--- config.mk ---
export PLATFORM = sky130hd
export DESIGN_NAME = e203_ifu_pcgen_fetch_flat
export DESIGN_NICKNAME = d
export VERILOG_FILES = /design/src/rtl/e203_ifu_pcgen_fetch_if.sv /design/src/rtl/e203_ifu_pcgen_fetch.sv /design/src/flat_wrapper.sv
export SDC_FILE = /design/constraint.sdc
export NUM_CORES = 1
export LEC_CHECK = 0
export CAP_MARGIN = 20
export CORE_MARGIN = 3
export CORE_UTILIZATION = 41
export CTS_CLUSTER_SIZE = 40
export DETAILED_ROUTE_END_ITERATION = 16
export GPL_TIMING_DRIVEN = 1
export PLACE_DENSITY = 0.83
export SKIP_CTS_REPAIR_TIMING = 1
export SLEW_MARGIN = 20
export SYNTH_ARGS = -nofsm -noshare
export SYNTH_HDL_FRONTEND = slang
export SYNTH_SLANG_ARGS = --single-unit
--- constraint.sdc ---
create_clock -name clk -period 5.07 [get_ports clk]
set_input_delay 0.507 -clock clk [delete_from_list [all_inputs] [get_ports clk]]
set_output_delay 0.507 -clock clk [all_outputs]
set_load 0.02 [all_outputs]
--- src/rtl/e203_ifu_pcgen_fetch_if.sv ---
// Fetch-unit bus bundle: memory request/response, BPU, EXU dispatch and flush.
// master = the fetch sequencer, slave = everything around it.
interface e203_ifu_pcgen_fetch_if #(
  parameter int unsigned PC_SIZE    = 32,
  parameter int unsigned INSTR_SIZE = 32
);
  logic                  ifu_req_valid;
  logic                  ifu_req_ready;
  logic [PC_SIZE-1:0]    ifu_req_pc;
  logic                  ifu_rsp_valid;
  logic                  ifu_rsp_ready;
  logic [INSTR_SIZE-1:0] ifu_rsp_instr;
  logic                  ifu_rsp_err;
  logic                  dec_is_16b;
  logic                  dec_i_valid;
  logic [PC_SIZE-1:0]    ir_pc;
  logic [INSTR_SIZE-1:0] ir_instr;
  logic                  prdt_taken;
  logic [PC_SIZE-1:0]    prdt_pc_add_op1;
  logic [PC_SIZE-1:0]    prdt_pc_add_op2;
  logic                  bpu_wait;
  logic                  ifu_o_valid;
  logic                  ifu_o_ready;
  logic                  ifu_o_err;
  logic                  ifu_o_prdt_taken;
  logic                  pipe_flush_req;
  logic [PC_SIZE-1:0]    pipe_flush_add_op1;
  logic [PC_SIZE-1:0]    pipe_flush_add_op2;
  logic                  pipe_flush_ack;

  modport master (
    output ifu_req_valid, ifu_req_pc, ifu_rsp_ready, dec_i_valid, ir_pc, ir_instr,
           ifu_o_valid, ifu_o_err, ifu_o_prdt_taken, pipe_flush_ack,
    input  ifu_req_ready, ifu_rsp_valid, ifu_rsp_instr, ifu_rsp_err, dec_is_16b,
           prdt_taken, prdt_pc_add_op1, prdt_pc_add_op2, bpu_wait, ifu_o_ready,
           pipe_flush_req, pipe_flush_add_op1, pipe_flush_add_op2
  );

  modport slave (
    input  ifu_req_valid, ifu_req_pc, ifu_rsp_ready, dec_i_valid, ir_pc, ir_instr,
           ifu_o_valid, ifu_o_err, ifu_o_prdt_taken, pipe_flush_ack,
    output ifu_req_ready, ifu_rsp_valid, ifu_rsp_instr, ifu_rsp_err, dec_is_16b,
           prdt_taken, prdt_pc_add_op1, prdt_pc_add_op2, bpu_wait, ifu_o_ready,
           pipe_flush_req, pipe_flush_add_op1, pipe_flush_add_op2
  );
endinterface

--- src/rtl/e203_ifu_pcgen_fetch.sv ---
// Next-PC generator with a single-outstanding fetch sequencer and IR holding register.
// Cycles REQ -> RSP -> HOLD per instruction; EXU flushes redirect from any non-reset state.
module e203_ifu_pcgen_fetch #(
  parameter int unsigned        PC_SIZE    = 32,
  parameter int unsigned        INSTR_SIZE = 32,
  parameter logic [PC_SIZE-1:0] RST_VEC    = PC_SIZE'(32'h0000_1000)
) (
  input logic                     clk,
  input logic                     rst_n,
  e203_ifu_pcgen_fetch_if.master  bus
);

  typedef enum logic [1:0] {
    ST_RST  = 2'd0,
    ST_REQ  = 2'd1,
    ST_RSP  = 2'd2,
    ST_HOLD = 2'd3
  } state_e;

  state_e                state_q,    state_d;
  logic [PC_SIZE-1:0]    nxt_pc_q,   nxt_pc_d;
  logic                  ir_valid_q, ir_valid_d;
  logic [PC_SIZE-1:0]    ir_pc_q,    ir_pc_d;
  logic [INSTR_SIZE-1:0] ir_instr_q, ir_instr_d;
  logic                  err_q,      err_d;

  logic                  req_valid_c;
  logic                  rsp_ready_c;
  logic                  dec_i_valid_c;
  logic                  o_valid_c;
  logic                  o_prdt_taken_c;
  logic                  flush_ack_c;

  logic [PC_SIZE-1:0]    flush_sum_c;
  logic [PC_SIZE-1:0]    prdt_sum_c;
  logic [PC_SIZE-1:0]    flush_tgt_c;
  logic [PC_SIZE-1:0]    prdt_tgt_c;
  logic [PC_SIZE-1:0]    seq_pc_c;
  logic                  taken_eff_c;

  // Redirect targets are halfword aligned; a faulted fetch never follows a prediction.
  assign flush_sum_c = bus.pipe_flush_add_op1 + bus.pipe_flush_add_op2;
  assign prdt_sum_c  = bus.prdt_pc_add_op1 + bus.prdt_pc_add_op2;
  assign flush_tgt_c = {flush_sum_c[PC_SIZE-1:1], 1'b0};
  assign prdt_tgt_c  = {prdt_sum_c[PC_SIZE-1:1], 1'b0};
  assign seq_pc_c    = ir_pc_q + (bus.dec_is_16b ? PC_SIZE'(2) : PC_SIZE'(4));
  assign taken_eff_c = bus.prdt_taken & ~err_q;

  always_comb begin
    state_d        = state_q;
    nxt_pc_d       = nxt_pc_q;
    ir_valid_d     = ir_valid_q;
    ir_pc_d        = ir_pc_q;
    ir_instr_d     = ir_instr_q;
    err_d          = err_q;
    req_valid_c    = 1'b0;
    rsp_ready_c    = 1'b0;
    dec_i_valid_c  = 1'b0;
    o_valid_c      = 1'b0;
    o_prdt_taken_c = 1'b0;
    flush_ack_c    = 1'b0;

    unique case (state_q)
      ST_RST: begin
        state_d = ST_REQ;
      end

      ST_REQ: begin
        req_valid_c = ~bus.pipe_flush_req;
        if (bus.pipe_flush_req) begin
          flush_ack_c = 1'b1;
          nxt_pc_d    = flush_tgt_c;
        end else if (bus.ifu_req_ready) begin
          state_d = ST_RSP;
        end
      end

      // The outstanding response is always consumed; a pending flush discards it.
      ST_RSP: begin
        rsp_ready_c = 1'b1;
        if (bus.ifu_rsp_valid) begin
          state_d = ST_REQ;
          if (bus.pipe_flush_req) begin
            flush_ack_c = 1'b1;
            nxt_pc_d    = flush_tgt_c;
          end else begin
            ir_valid_d = 1'b1;
            ir_instr_d = bus.ifu_rsp_instr;
            err_d      = bus.ifu_rsp_err;
            ir_pc_d    = nxt_pc_q;
            state_d    = ST_HOLD;
          end
        end
      end

      ST_HOLD: begin
        dec_i_valid_c  = ir_valid_q;
        o_valid_c      = ir_valid_q & ~bus.bpu_wait & ~bus.pipe_flush_req;
        o_prdt_taken_c = ir_valid_q & taken_eff_c;
        if (bus.pipe_flush_req) begin
          flush_ack_c = 1'b1;
          nxt_pc_d    = flush_tgt_c;
          ir_valid_d  = 1'b0;
          state_d     = ST_REQ;
        end else if (o_valid_c && bus.ifu_o_ready) begin
          nxt_pc_d   = taken_eff_c ? prdt_tgt_c : seq_pc_c;
          ir_valid_d = 1'b0;
          state_d    = ST_REQ;
        end
      end

      default: begin
        state_d = ST_RST;
      end
    endcase
  end

  always_ff @(posedge clk or negedge rst_n) begin
    if (!rst_n) begin
      state_q    <= ST_RST;
      nxt_pc_q   <= RST_VEC;
      ir_valid_q <= 1'b0;
      ir_pc_q    <= '0;
      ir_instr_q <= '0;
      err_q      <= 1'b0;
    end else begin
      state_q    <= state_d;
      nxt_pc_q   <= nxt_pc_d;
      ir_valid_q <= ir_valid_d;
      ir_pc_q    <= ir_pc_d;
      ir_instr_q <= ir_instr_d;
      err_q      <= err_d;
    end
  end

  assign bus.ifu_req_valid    = req_valid_c;
  assign bus.ifu_req_pc       = nxt_pc_q;
  assign bus.ifu_rsp_ready    = rsp_ready_c;
  assign bus.dec_i_valid      = dec_i_valid_c;
  assign bus.ir_pc            = ir_pc_q;
  assign bus.ir_instr         = ir_instr_q;
  assign bus.ifu_o_valid      = o_valid_c;
  assign bus.ifu_o_err        = err_q;
  assign bus.ifu_o_prdt_taken = o_prdt_taken_c;
  assign bus.pipe_flush_ack   = flush_ack_c;

endmodule

--- src/flat_wrapper.sv ---
// flat-port wrapper written by rule: the top's interface ports become plain ports
module e203_ifu_pcgen_fetch_flat 
#(
  parameter int unsigned        PC_SIZE    = 32,
  parameter int unsigned        INSTR_SIZE = 32,
  parameter logic [PC_SIZE-1:0] RST_VEC    = PC_SIZE'(32'h0000_1000)
)
  (clk, rst_n, bus_ifu_req_valid, bus_ifu_req_pc, bus_ifu_rsp_ready, bus_dec_i_valid, bus_ir_pc, bus_ir_instr, bus_ifu_o_valid, bus_ifu_o_err, bus_ifu_o_prdt_taken, bus_pipe_flush_ack, bus_ifu_req_ready, bus_ifu_rsp_valid, bus_ifu_rsp_instr, bus_ifu_rsp_err, bus_dec_is_16b, bus_prdt_taken, bus_prdt_pc_add_op1, bus_prdt_pc_add_op2, bus_bpu_wait, bus_ifu_o_ready, bus_pipe_flush_req, bus_pipe_flush_add_op1, bus_pipe_flush_add_op2);
  e203_ifu_pcgen_fetch_if #(.PC_SIZE(PC_SIZE), .INSTR_SIZE(INSTR_SIZE)) bus_i ();
  input logic clk;
  input logic rst_n;
  output wire logic [$bits(bus_i.ifu_req_valid)-1:0] bus_ifu_req_valid;
  output wire logic [$bits(bus_i.ifu_req_pc)-1:0] bus_ifu_req_pc;
  output wire logic [$bits(bus_i.ifu_rsp_ready)-1:0] bus_ifu_rsp_ready;
  output wire logic [$bits(bus_i.dec_i_valid)-1:0] bus_dec_i_valid;
  output wire logic [$bits(bus_i.ir_pc)-1:0] bus_ir_pc;
  output wire logic [$bits(bus_i.ir_instr)-1:0] bus_ir_instr;
  output wire logic [$bits(bus_i.ifu_o_valid)-1:0] bus_ifu_o_valid;
  output wire logic [$bits(bus_i.ifu_o_err)-1:0] bus_ifu_o_err;
  output wire logic [$bits(bus_i.ifu_o_prdt_taken)-1:0] bus_ifu_o_prdt_taken;
  output wire logic [$bits(bus_i.pipe_flush_ack)-1:0] bus_pipe_flush_ack;
  input wire logic [$bits(bus_i.ifu_req_ready)-1:0] bus_ifu_req_ready;
  input wire logic [$bits(bus_i.ifu_rsp_valid)-1:0] bus_ifu_rsp_valid;
  input wire logic [$bits(bus_i.ifu_rsp_instr)-1:0] bus_ifu_rsp_instr;
  input wire logic [$bits(bus_i.ifu_rsp_err)-1:0] bus_ifu_rsp_err;
  input wire logic [$bits(bus_i.dec_is_16b)-1:0] bus_dec_is_16b;
  input wire logic [$bits(bus_i.prdt_taken)-1:0] bus_prdt_taken;
  input wire logic [$bits(bus_i.prdt_pc_add_op1)-1:0] bus_prdt_pc_add_op1;
  input wire logic [$bits(bus_i.prdt_pc_add_op2)-1:0] bus_prdt_pc_add_op2;
  input wire logic [$bits(bus_i.bpu_wait)-1:0] bus_bpu_wait;
  input wire logic [$bits(bus_i.ifu_o_ready)-1:0] bus_ifu_o_ready;
  input wire logic [$bits(bus_i.pipe_flush_req)-1:0] bus_pipe_flush_req;
  input wire logic [$bits(bus_i.pipe_flush_add_op1)-1:0] bus_pipe_flush_add_op1;
  input wire logic [$bits(bus_i.pipe_flush_add_op2)-1:0] bus_pipe_flush_add_op2;
  assign bus_ifu_req_valid = bus_i.ifu_req_valid;
  assign bus_ifu_req_pc = bus_i.ifu_req_pc;
  assign bus_ifu_rsp_ready = bus_i.ifu_rsp_ready;
  assign bus_dec_i_valid = bus_i.dec_i_valid;
  assign bus_ir_pc = bus_i.ir_pc;
  assign bus_ir_instr = bus_i.ir_instr;
  assign bus_ifu_o_valid = bus_i.ifu_o_valid;
  assign bus_ifu_o_err = bus_i.ifu_o_err;
  assign bus_ifu_o_prdt_taken = bus_i.ifu_o_prdt_taken;
  assign bus_pipe_flush_ack = bus_i.pipe_flush_ack;
  assign bus_i.ifu_req_ready = bus_ifu_req_ready;
  assign bus_i.ifu_rsp_valid = bus_ifu_rsp_valid;
  assign bus_i.ifu_rsp_instr = bus_ifu_rsp_instr;
  assign bus_i.ifu_rsp_err = bus_ifu_rsp_err;
  assign bus_i.dec_is_16b = bus_dec_is_16b;
  assign bus_i.prdt_taken = bus_prdt_taken;
  assign bus_i.prdt_pc_add_op1 = bus_prdt_pc_add_op1;
  assign bus_i.prdt_pc_add_op2 = bus_prdt_pc_add_op2;
  assign bus_i.bpu_wait = bus_bpu_wait;
  assign bus_i.ifu_o_ready = bus_ifu_o_ready;
  assign bus_i.pipe_flush_req = bus_pipe_flush_req;
  assign bus_i.pipe_flush_add_op1 = bus_pipe_flush_add_op1;
  assign bus_i.pipe_flush_add_op2 = bus_pipe_flush_add_op2;
  e203_ifu_pcgen_fetch #(.PC_SIZE(PC_SIZE), .INSTR_SIZE(INSTR_SIZE), .RST_VEC(RST_VEC)) u_core (.clk(clk), .rst_n(rst_n), .bus(bus_i));
endmodule
### Word-level counts from Yosys, hierarchy flattened

Cells that the tools add are included.

* input port bits: 170
* flip-flop bits (word level): 100
* output and inout port bits: 103
* logic and storage cells: 60

* bitwise operators: 7
* mux-type cells: 27
* reductions and logical operators: 9
* eq/ne operators: 8
* add/sub/neg operators: 3

Operators with widths (count)
* $mux 32: 5
* $add 32x32->32: 3
* $pmux 32 s3: 1
* $mux 2: 6
* $mux 1: 11
* $ne 2x2->1 const B: 4
* $pmux 2 s4: 1
* $reduce_and 4->1: 2
* $reduce_and 3->1: 2
* $and 1x1->1: 4
* $eq 2x2->1 const B: 2
* $pmux 1 s2: 2
* $mux 3: 1
* $ne 3x2->1 const B: 1
* $not 1->1: 3
* $reduce_bool 3->1: 1
* $eq 2x1->1 const B: 1
* $logic_not 2->1: 1
* $reduce_bool 2->1: 1
* $reduce_or 2->1: 1
* $logic_and 1x1->1: 1

### Longest topological paths before layout

* word-level depth: 7
* gate-level depth with buffers: 11
* mapped depth without buffers: 10

### Worst setup path before layout

No wires, ideal clock.

* kind: input -> register
* start point: input port bus_prdt_pc_add_op2[0]
* end point: register u_core.nxt_pc_q[30], in the netlist u_core.bus.ifu_req_pc[30]
* path slack: 2.419 ns
* data arrival time: 2.524 ns
* setup time: 0.126 ns
* data required time: 4.944 ns
* stages: 10
* buffers on the path: 0
* path through: and2_1 fa_1 a21oi_1 o22ai_2 o21ai_2 a2111o_1 a21oi_4 a41o_1 nor4b_2 a311o_1

* word-level cells in the longest chain between the ends: 5

Ends and longest elaborated chain
* start, declared: line flat_wrapper.sv:29 `input wire logic [$bits(bus_i.prdt_pc_add_op2)-1:0] bus_prdt_pc_add_op2;`
* $add 32x32->32: line e203_ifu_pcgen_fetch.sv:43 `assign prdt_sum_c = bus.prdt_pc_add_op1 + bus.prdt_pc_add_op2;`
* $mux 32: line e203_ifu_pcgen_fetch.sv:106 `nxt_pc_d = taken_eff_c ? prdt_tgt_c : seq_pc_c;`
* $mux 32: line e203_ifu_pcgen_fetch.sv:105 `end else if (o_valid_c && bus.ifu_o_ready) begin`
* $mux 32: line e203_ifu_pcgen_fetch.sv:100 `if (bus.pipe_flush_req) begin`
* $pmux 32 s3: line e203_ifu_pcgen_fetch.sv:63 `unique case (state_q)`
* end signal, assigned: line e203_ifu_pcgen_fetch.sv:128 `nxt_pc_q <= nxt_pc_d;`
* end, declared: line e203_ifu_pcgen_fetch.sv:21 `logic [PC_SIZE-1:0] nxt_pc_q, nxt_pc_d;`

Every way passes these cells. The select of a mux whose other input is x is not followed.
A chain may end at the register's enable or synchronous reset.

### Worst setup path after layout

* start point: input port bus_pipe_flush_add_op2[0]
* end point: register u_core.nxt_pc_q[28], in the netlist u_core.bus.ifu_req_pc[28]

* word-level cells in the longest chain between the ends: 4
* elaborated cells between the ends (all ways): 5
* classes of those cells: add/sub (1); mux (4)

Ends and longest elaborated chain
* start, declared: line flat_wrapper.sv:34 `input wire logic [$bits(bus_i.pipe_flush_add_op2)-1:0] bus_pipe_flush_add_op2;`
* $add 32x32->32 (*): line e203_ifu_pcgen_fetch.sv:42 `assign flush_sum_c = bus.pipe_flush_add_op1 + bus.pipe_flush_add_op2;`
* $mux 32: line e203_ifu_pcgen_fetch.sv:70, e203_ifu_pcgen_fetch.sv:83
* $mux 32: line e203_ifu_pcgen_fetch.sv:81 `if (bus.ifu_rsp_valid) begin`
* $pmux 32 s3 (*): line e203_ifu_pcgen_fetch.sv:63

Every way passes the cells marked *; elsewhere a longest branch is shown, timed or not. The select of a mux whose other input is x is not followed.

==> summary.txt <==
Synth
  – Post-synthesis mux area share: 9.69%
  – Yosys reg bits: 100
  – Post-synthesis sequential area ratio: 29.5%
  – Adder-Cell Fraction of Synth Area: 10.4%
  – Cell Area, Synth: 8500 sq um
  – Largest family of logic cells by synthesized area: compound AO/OA/AOI/OAI gates
  – Post-Synth XOR/XNOR Area: 7.83%
  – Count leader, synth: dfrtp_1
  – Asr flop ratio synth: 100%
  – Syn avg cell area: 8.76 sq um
  – Synth area leader: dfrtp_1
  – Count of cell types in the netlist: 79
  – Post-Syn Instances: 970
  – Post-synth EDFFs: 0
  – Post-synth top area share: 29.2%
  – Compound-Gate Fraction of Synth Area: 22.3%
  – Simple-gate portion of the synthesized area: 17.2%
  – Largest cells by area after synthesis: dfrtp_1 29%, ha_1 9.7%, mux2_2 8.7%
  – Ys flop type: dfrtp_1
  – Post-synth top cells: 99 x dfrtp_1, 90 x a21oi_1, 77 x nand2_1
  – Synth warn: 0
  – Syn Nets: 1209

Place
  – Port Buf Inserts: 272
  – Post-Place Cell Area: 11500 sq um
  – Placed insts: 1478
  – Routability cong.: 0.941
  – HPWL after DPL: 22.6 mm
  – Pre-CTS worst setup slack: 1.64 ns

Route
  – Vias: 8581
  – DRC Markers: 0
  – DRT antenna net count: 0
  – Initial DRC count: 524
  – Drt total wl: 27.8 mm
  – DR WL/cell: 18.6 um
  – 1st-pass router iterations: 5
  – Via density per instance: 5.74

Finish
  – Ant. Diodes: 0
  – Share of cells above drive strength 1: 10.2%
  – Fillers: 1795
  – Area Overhead vs Synth: 38.4%
  – Post-route design area: 11800 sq um
  – Nets@finish: 1458
  – Sequential Area: 2500 sq um
  – Footprint of the multi-input gates: 5740 sq um
  – Fin cells: 1494

Power and ir drop
  – Leakage power: 4.95 nW
  – Sw Pwr: 2.03 mW
  – Peak VDD IR: 0.000204 V
  – Switching Share: 42.0%
  – Clock power frac: 14.6%
  – Pwr dens: 410 nW/um^2
  – Comb power frac: 54.8%
  – Internal power: 2.80 mW
  – Reg power frac: 30.6%

Floorplan
  – Die X-Extent: 150 um
  – Initial Util: 41.9%
  – Num rows: 52
  – Die Y: 150 um
  – Die footprint: 22500 sq um
  – Num ports: 273
  – Core box area: 20300 sq um

Setup path
  – WP data arrival: 3.33 ns
  – Worst Setup Start Kind: input pin
  – Worst endpoint required time: 5.29 ns
  – Reg-to-reg startpoint: u_core.state_q[0]
  – Crit Path Max Fanout: 3
  – Critical path class: input pin to flop
  – R2r setup slk: 2.21 ns
  – R2R cell count: 10
  – Endpoint type of the worst setup path: flop
  – RR Endpoint: u_core.bus.ifu_req_pc[26]

Clocking
  – Clock Tree Root: clkbuf_16
  – Worst skew pair latency: 0.35 ns
  – Clk sink count: 100
  – H-tree Lvls: 3
  – Reg clk slew, reported paths: 0.07 ns
  – Max clock buf depth: 2
  – CTS tree: yes
  – CTS Buf Count: 9

STA
  – Slew HR: 33.8%
  – Fin. Hold Viols: 0
  – Max Slew Vio Count: 0
  – Worst slew pin tran: 0.992 ns
  – Crit path time final: 3.11 ns
  – RSZ-0062 raised after global routing: no
  – Final Skew: 0.0104 ns
  – Final worst-path setup slack: 1.96 ns
  – Total Neg Setup Slack: 0 ns
  – Finish-stage setup viols: 0
  – FMAX: 0.322 GHz
  – Final period util: 61.3%

GRT
  – Largest net degree at the start of global routing: 55
  – First-pass GRT wire length: 42.7 mm
  – GRT overflow: 0
  – Antenna violations before repair: 0
  – Vias in the first global route: 8163
  – Total GRT Usage: 23.7%

Run
  – Maxcap violations: 0

Status
  – Run status: finished, final reports clean

Worst hold path
  – Hold crit path type: input pin to async pin
## sequential cells by signal, summed over array words and instances, names as in the netlist
name	flops
u_core.bus.ifu_req_pc	32
u_core.bus.ifu_o_err	1
u_core.bus.ir_instr	32
u_core.state_q	2
u_core.ir_valid_q	1
u_core.bus.ir_pc	32
## worst max-delay path, stage by stage
cell and delay, ns:
clkdlybuf4s50_1 0.42, and2_1 0.17, fa_1 0.40, a21o_1 0.22, a311o_1 0.40, nand3_1 0.11
nand3_1 0.16, a41oi_2 0.34, a31oi_1 0.16, mux2i_1 0.29, o221ai_2 0.14
## stage by stage
stage,utilization [%],hold slack [ns],total power [mW]
after floorplan,-,0.211,2.85
after global placement,56.4,0.478,4.07
after detailed placement,56.4,0.489,4.12
after CTS,57.9,0.183,4.84
after global routing,57.9,0.201,5.12
final,57.9,0.165,4.82
## cell type report
| type | instances | share of cell area (%) |
|---|---|---|
| repair buffers | 280 | 23.6 |
| multi-input cells | 803 | 48.8 |
| clock inverters | 7 | 0.691 |
| flip-flops and latches | 100 | 21.3 |
| well taps | 270 | 2.87 |
| inverters | 25 | 0.798 |
| clock buffers | 9 | 1.91 |
## power by group through the flow
stage	sequential [mW]	combinational (mW)	clock (mW)
final	1.47	2.64	0.704
after global routing	1.52	2.84	0.757
after CTS	1.47	2.64	0.724
after detailed placement	1.49	2.63	0
after global placement	1.47	2.60	0
after floorplan	1.81	1.03	0
## cells in the final DEF, fill, tap and decap left out, types with 5 or more instances in the layout
cell type	netlist	layout
nor4_1	5	5
mux2_2	66	66
nor2_1	75	75
nand2_1	77	77
a31oi_1	19	19
nand2b_1	7	7
o211ai_1	7	7
nor2b_1	11	10
o21a_1	9	9
inv_1	25	25
o21bai_1	6	6
nand4_1	22	22
mux2i_1	8	8
a211oi_1	19	19
ha_1	66	66
and2_1	8	8
dfrtp_1	99	99
xnor2_1	41	41
xor2_1	35	35
nor3_1	17	17
o31ai_1	6	6
clkbuf_16	0	9
o22ai_1	6	6
o21ai_0	54	54
clkdlybuf4s50_1	0	271
a21oi_1	90	90
a21o_1	21	21
nor3_2	5	5
a221o_1	6	6
and3_1	9	9
buf_4	0	9
nand3_1	35	35
## worst max path at each step
stage | slack (ns) | to | start
detailed placement | 1.64 | u_core.bus.ifu_req_pc[28] | bus_pipe_flush_add_op2[0]
floorplan | 2.42 | u_core.bus.ifu_req_pc[30] | bus_prdt_pc_add_op2[0]
finish | 1.96 | u_core.bus.ifu_req_pc[28] | bus_pipe_flush_add_op2[0]
global placement | 1.67 | u_core.bus.ifu_req_pc[28] | bus_pipe_flush_add_op2[0]
global route | 1.84 | u_core.bus.ifu_req_pc[28] | bus_pipe_flush_add_op2[0]
CTS | 1.99 | u_core.bus.ifu_req_pc[28] | bus_pipe_flush_add_op2[0]
## layer usage
layer,up-vias,part of all wire (%),GRT usage (%)
li1,4094,-,-
met1,4035,43,32.0
met2,399,46,39.2
met3,53,8.6,4.12
met4,0,2.2,6.63
met5,-,0,0
## kinds of logic (layout without fill, tap and decap cells)
kind of cell | after synthesis | in the layout
multiplexers | 74 | 74
AO/OA/AOI/OAI | 290 | 290
adder cells (fa/ha/maj) | 69 | 69
XOR/XNOR | 76 | 76
AND/OR/NAND/NOR | 294 | 294
buffers and inverters | 67 | 321
flip-flops | 100 | 100
(Power assumes the default switching activity.)
==> RTL change (same settings) <==
`PC_SIZE` is set to 32 in 3 places; all go to 16.
--- a/src/rtl/e203_ifu_pcgen_fetch_if.sv
+++ b/src/rtl/e203_ifu_pcgen_fetch_if.sv
@@ -1,7 +1,7 @@
 // Fetch-unit bus bundle: memory request/response, BPU, EXU dispatch and flush.
 // master = the fetch sequencer, slave = everything around it.
 interface e203_ifu_pcgen_fetch_if #(
-  parameter int unsigned PC_SIZE    = 32,
+  parameter int unsigned PC_SIZE    = 16,
   parameter int unsigned INSTR_SIZE = 32
 );
   logic                  ifu_req_valid;
--- a/src/rtl/e203_ifu_pcgen_fetch.sv
+++ b/src/rtl/e203_ifu_pcgen_fetch.sv
@@ -1,7 +1,7 @@
 // Next-PC generator with a single-outstanding fetch sequencer and IR holding register.
 // Cycles REQ -> RSP -> HOLD per instruction; EXU flushes redirect from any non-reset state.
 module e203_ifu_pcgen_fetch #(
-  parameter int unsigned        PC_SIZE    = 32,
+  parameter int unsigned        PC_SIZE    = 16,
   parameter int unsigned        INSTR_SIZE = 32,
   parameter logic [PC_SIZE-1:0] RST_VEC    = PC_SIZE'(32'h0000_1000)
 ) (
--- a/src/flat_wrapper.sv
+++ b/src/flat_wrapper.sv
@@ -1,7 +1,7 @@
 // flat-port wrapper written by rule: the top's interface ports become plain ports
 module e203_ifu_pcgen_fetch_flat 
 #(
-  parameter int unsigned        PC_SIZE    = 32,
+  parameter int unsigned        PC_SIZE    = 16,
   parameter int unsigned        INSTR_SIZE = 32,
   parameter logic [PC_SIZE-1:0] RST_VEC    = PC_SIZE'(32'h0000_1000)
 )
Interface: changed (6 resized); port bits go from 273 to 177. No check against the original RTL was run, so the function may have changed too.
==> RTL change against the unedited design <==
Power fell by 26%. Combinational power fell by 32%. Non-clock buffer count shrank 102. Sequential share of layout area rose by 3.5 points. Design area decreased by 42%. Clock skew hardly changed. Synthesized area fell by 45%. Setup slack lost 75 ps. Core utilization increased by 4.5 points. Final cell count shrank 48%. Routed wire length decreased by 51%. Sequential cell count fell by 32. Worst hold slack gained 200 ps. Largest cell class unchanged. Largest power group unchanged.
==> RTL change: results (changes against the unedited design) <==
IO buf count: 176 (-35%)
Clock Latency Late Sink: 330 ps (-20 ps)
Seq/Total Area, Yosys: 36.5% (+7.1 points)
CP max FO: 16 (+13)
initial drt markers: 474 (-9.5%)
layout cell share with drive strength beyond 1: 11.8% (+1.6 points)
Nets: 782 (-46%)
endpoint of the worst register-to-register path: u_core.bus.ifu_req_pc[8]
Routed WL: 13500 um (-51%)
Tot GR Track Use: 20.8% (-2.9 points)
reg2reg setup slack: 2440 ps (+230 ps)
Final Skew: 10.7 ps (+0.340 ps)
post-synth cell types: 64 (-19%)
list of most frequent post-synthesis cells: 67 x dfrtp_1, 44 x nand2_1, 42 x a21oi_1, 39 x mux2_2, 34 x ha_1
Max VDD drop: 359 uV (+76%)
worst reg2reg path depth: 9 (-1)
outcome: complete, no violations
RD Place Congestion: 0.903 (-4.1%)
met3 WL: 946 um (-60%)
HPWL Detailed: 10600 um (-53%)
largest net degree at the start of global routing: 69 (+25%)
Synth area leaders: dfrtp_1 36%, mux2_2 9.4%, ha_1 9.1%
met2 WL: 6840 um (-47%)
Arr. time, crit path: 2680 ps (-650 ps)
Post-DP Area: 0.00649 mm^2 (-43%)
syn_nets: 611 (-49%)
via count: 4373 (-49%)
Slew @ Worst Pin: 926 ps (-66.5 ps)
Metal-1 WL: 5460 um (-55%)
cts bufs inserted: 9 (unchanged)
first-pass GRT wire length: 21900 um (-49%)
clock slew at reported path FFs: 60 ps
## RTL change: layout make-up
| class | count | area, um^2 |
|---|---|---|
| clock inverter | 6 | 136 |
| multi-input combinational | 371 | 2810 |
| tap | 140 | 175 |
| sequential | 68 | 1700 |
| clock buffer | 9 | 225 |
| timing repair buffer | 178 | 1770 |
| fill | 902 | 4120 |
| inverter | 11 | 41.3 |
## RTL change: power breakdown
group | internal (mW) | switching [mW]
Sequential | 0.805 | 0.225
Combinational | 0.884 | 0.911
Clock | 0.529 | 0.226
Total | 2.22 | 1.36
## RTL change: worst max path at each step
stage	from	endpoint	slack (ps)
floorplan	bus_prdt_pc_add_op2[0]	u_core.bus.ifu_req_pc[14]	2810
global route	bus_pipe_flush_req	bus_ifu_o_valid	1720
CTS	bus_pipe_flush_req	bus_ifu_o_valid	1930
detailed placement	bus_pipe_flush_req	bus_ifu_o_valid	1970
global placement	bus_pipe_flush_req	bus_ifu_o_valid	2010
finish	bus_pipe_flush_req	bus_ifu_o_valid	1890
## RTL change: per-layer routing
metal | up-vias | track usage (%)
met4 | 0 | 6.73
li1 | 2051 | -
met5 | - | 0
met1 | 2088 | 26.3
met3 | 23 | 2.91
met2 | 211 | 36.8
## RTL change: logic make-up after synthesis
logic type               share of synthesized area (%)
AO/OA/AOI/OAI                                     18.0
multiplexers                                      11.8
adder cells (fa/ha/maj)                           10.4
AND/OR/NAND/NOR                                   12.9
flip-flops                                        36.5
buffers and inverters                             3.33
XOR/XNOR                                          6.95
## RTL change: metrics by stage
stage                     total power, mW  utilization [%]  hold slack (ps)  std cells  worst slack, ps
final                                3.58             62.5              364        783             1890
after floorplan                      1.99                -              211        468             2810
after CTS                            3.59             62.4              410        783             1930
after global routing                 3.76             62.5              457        783             1720
after global placement               2.75             59.1              475        768             2010
after detailed placement             2.82             59.1              481        768             1970
## RTL change: worst max-delay path, cell delays in order
cell and delay (ps):
clkdlybuf4s50_1 600, nand2b_1 580, nor3b_1 330, clkdlybuf4s50_1 660
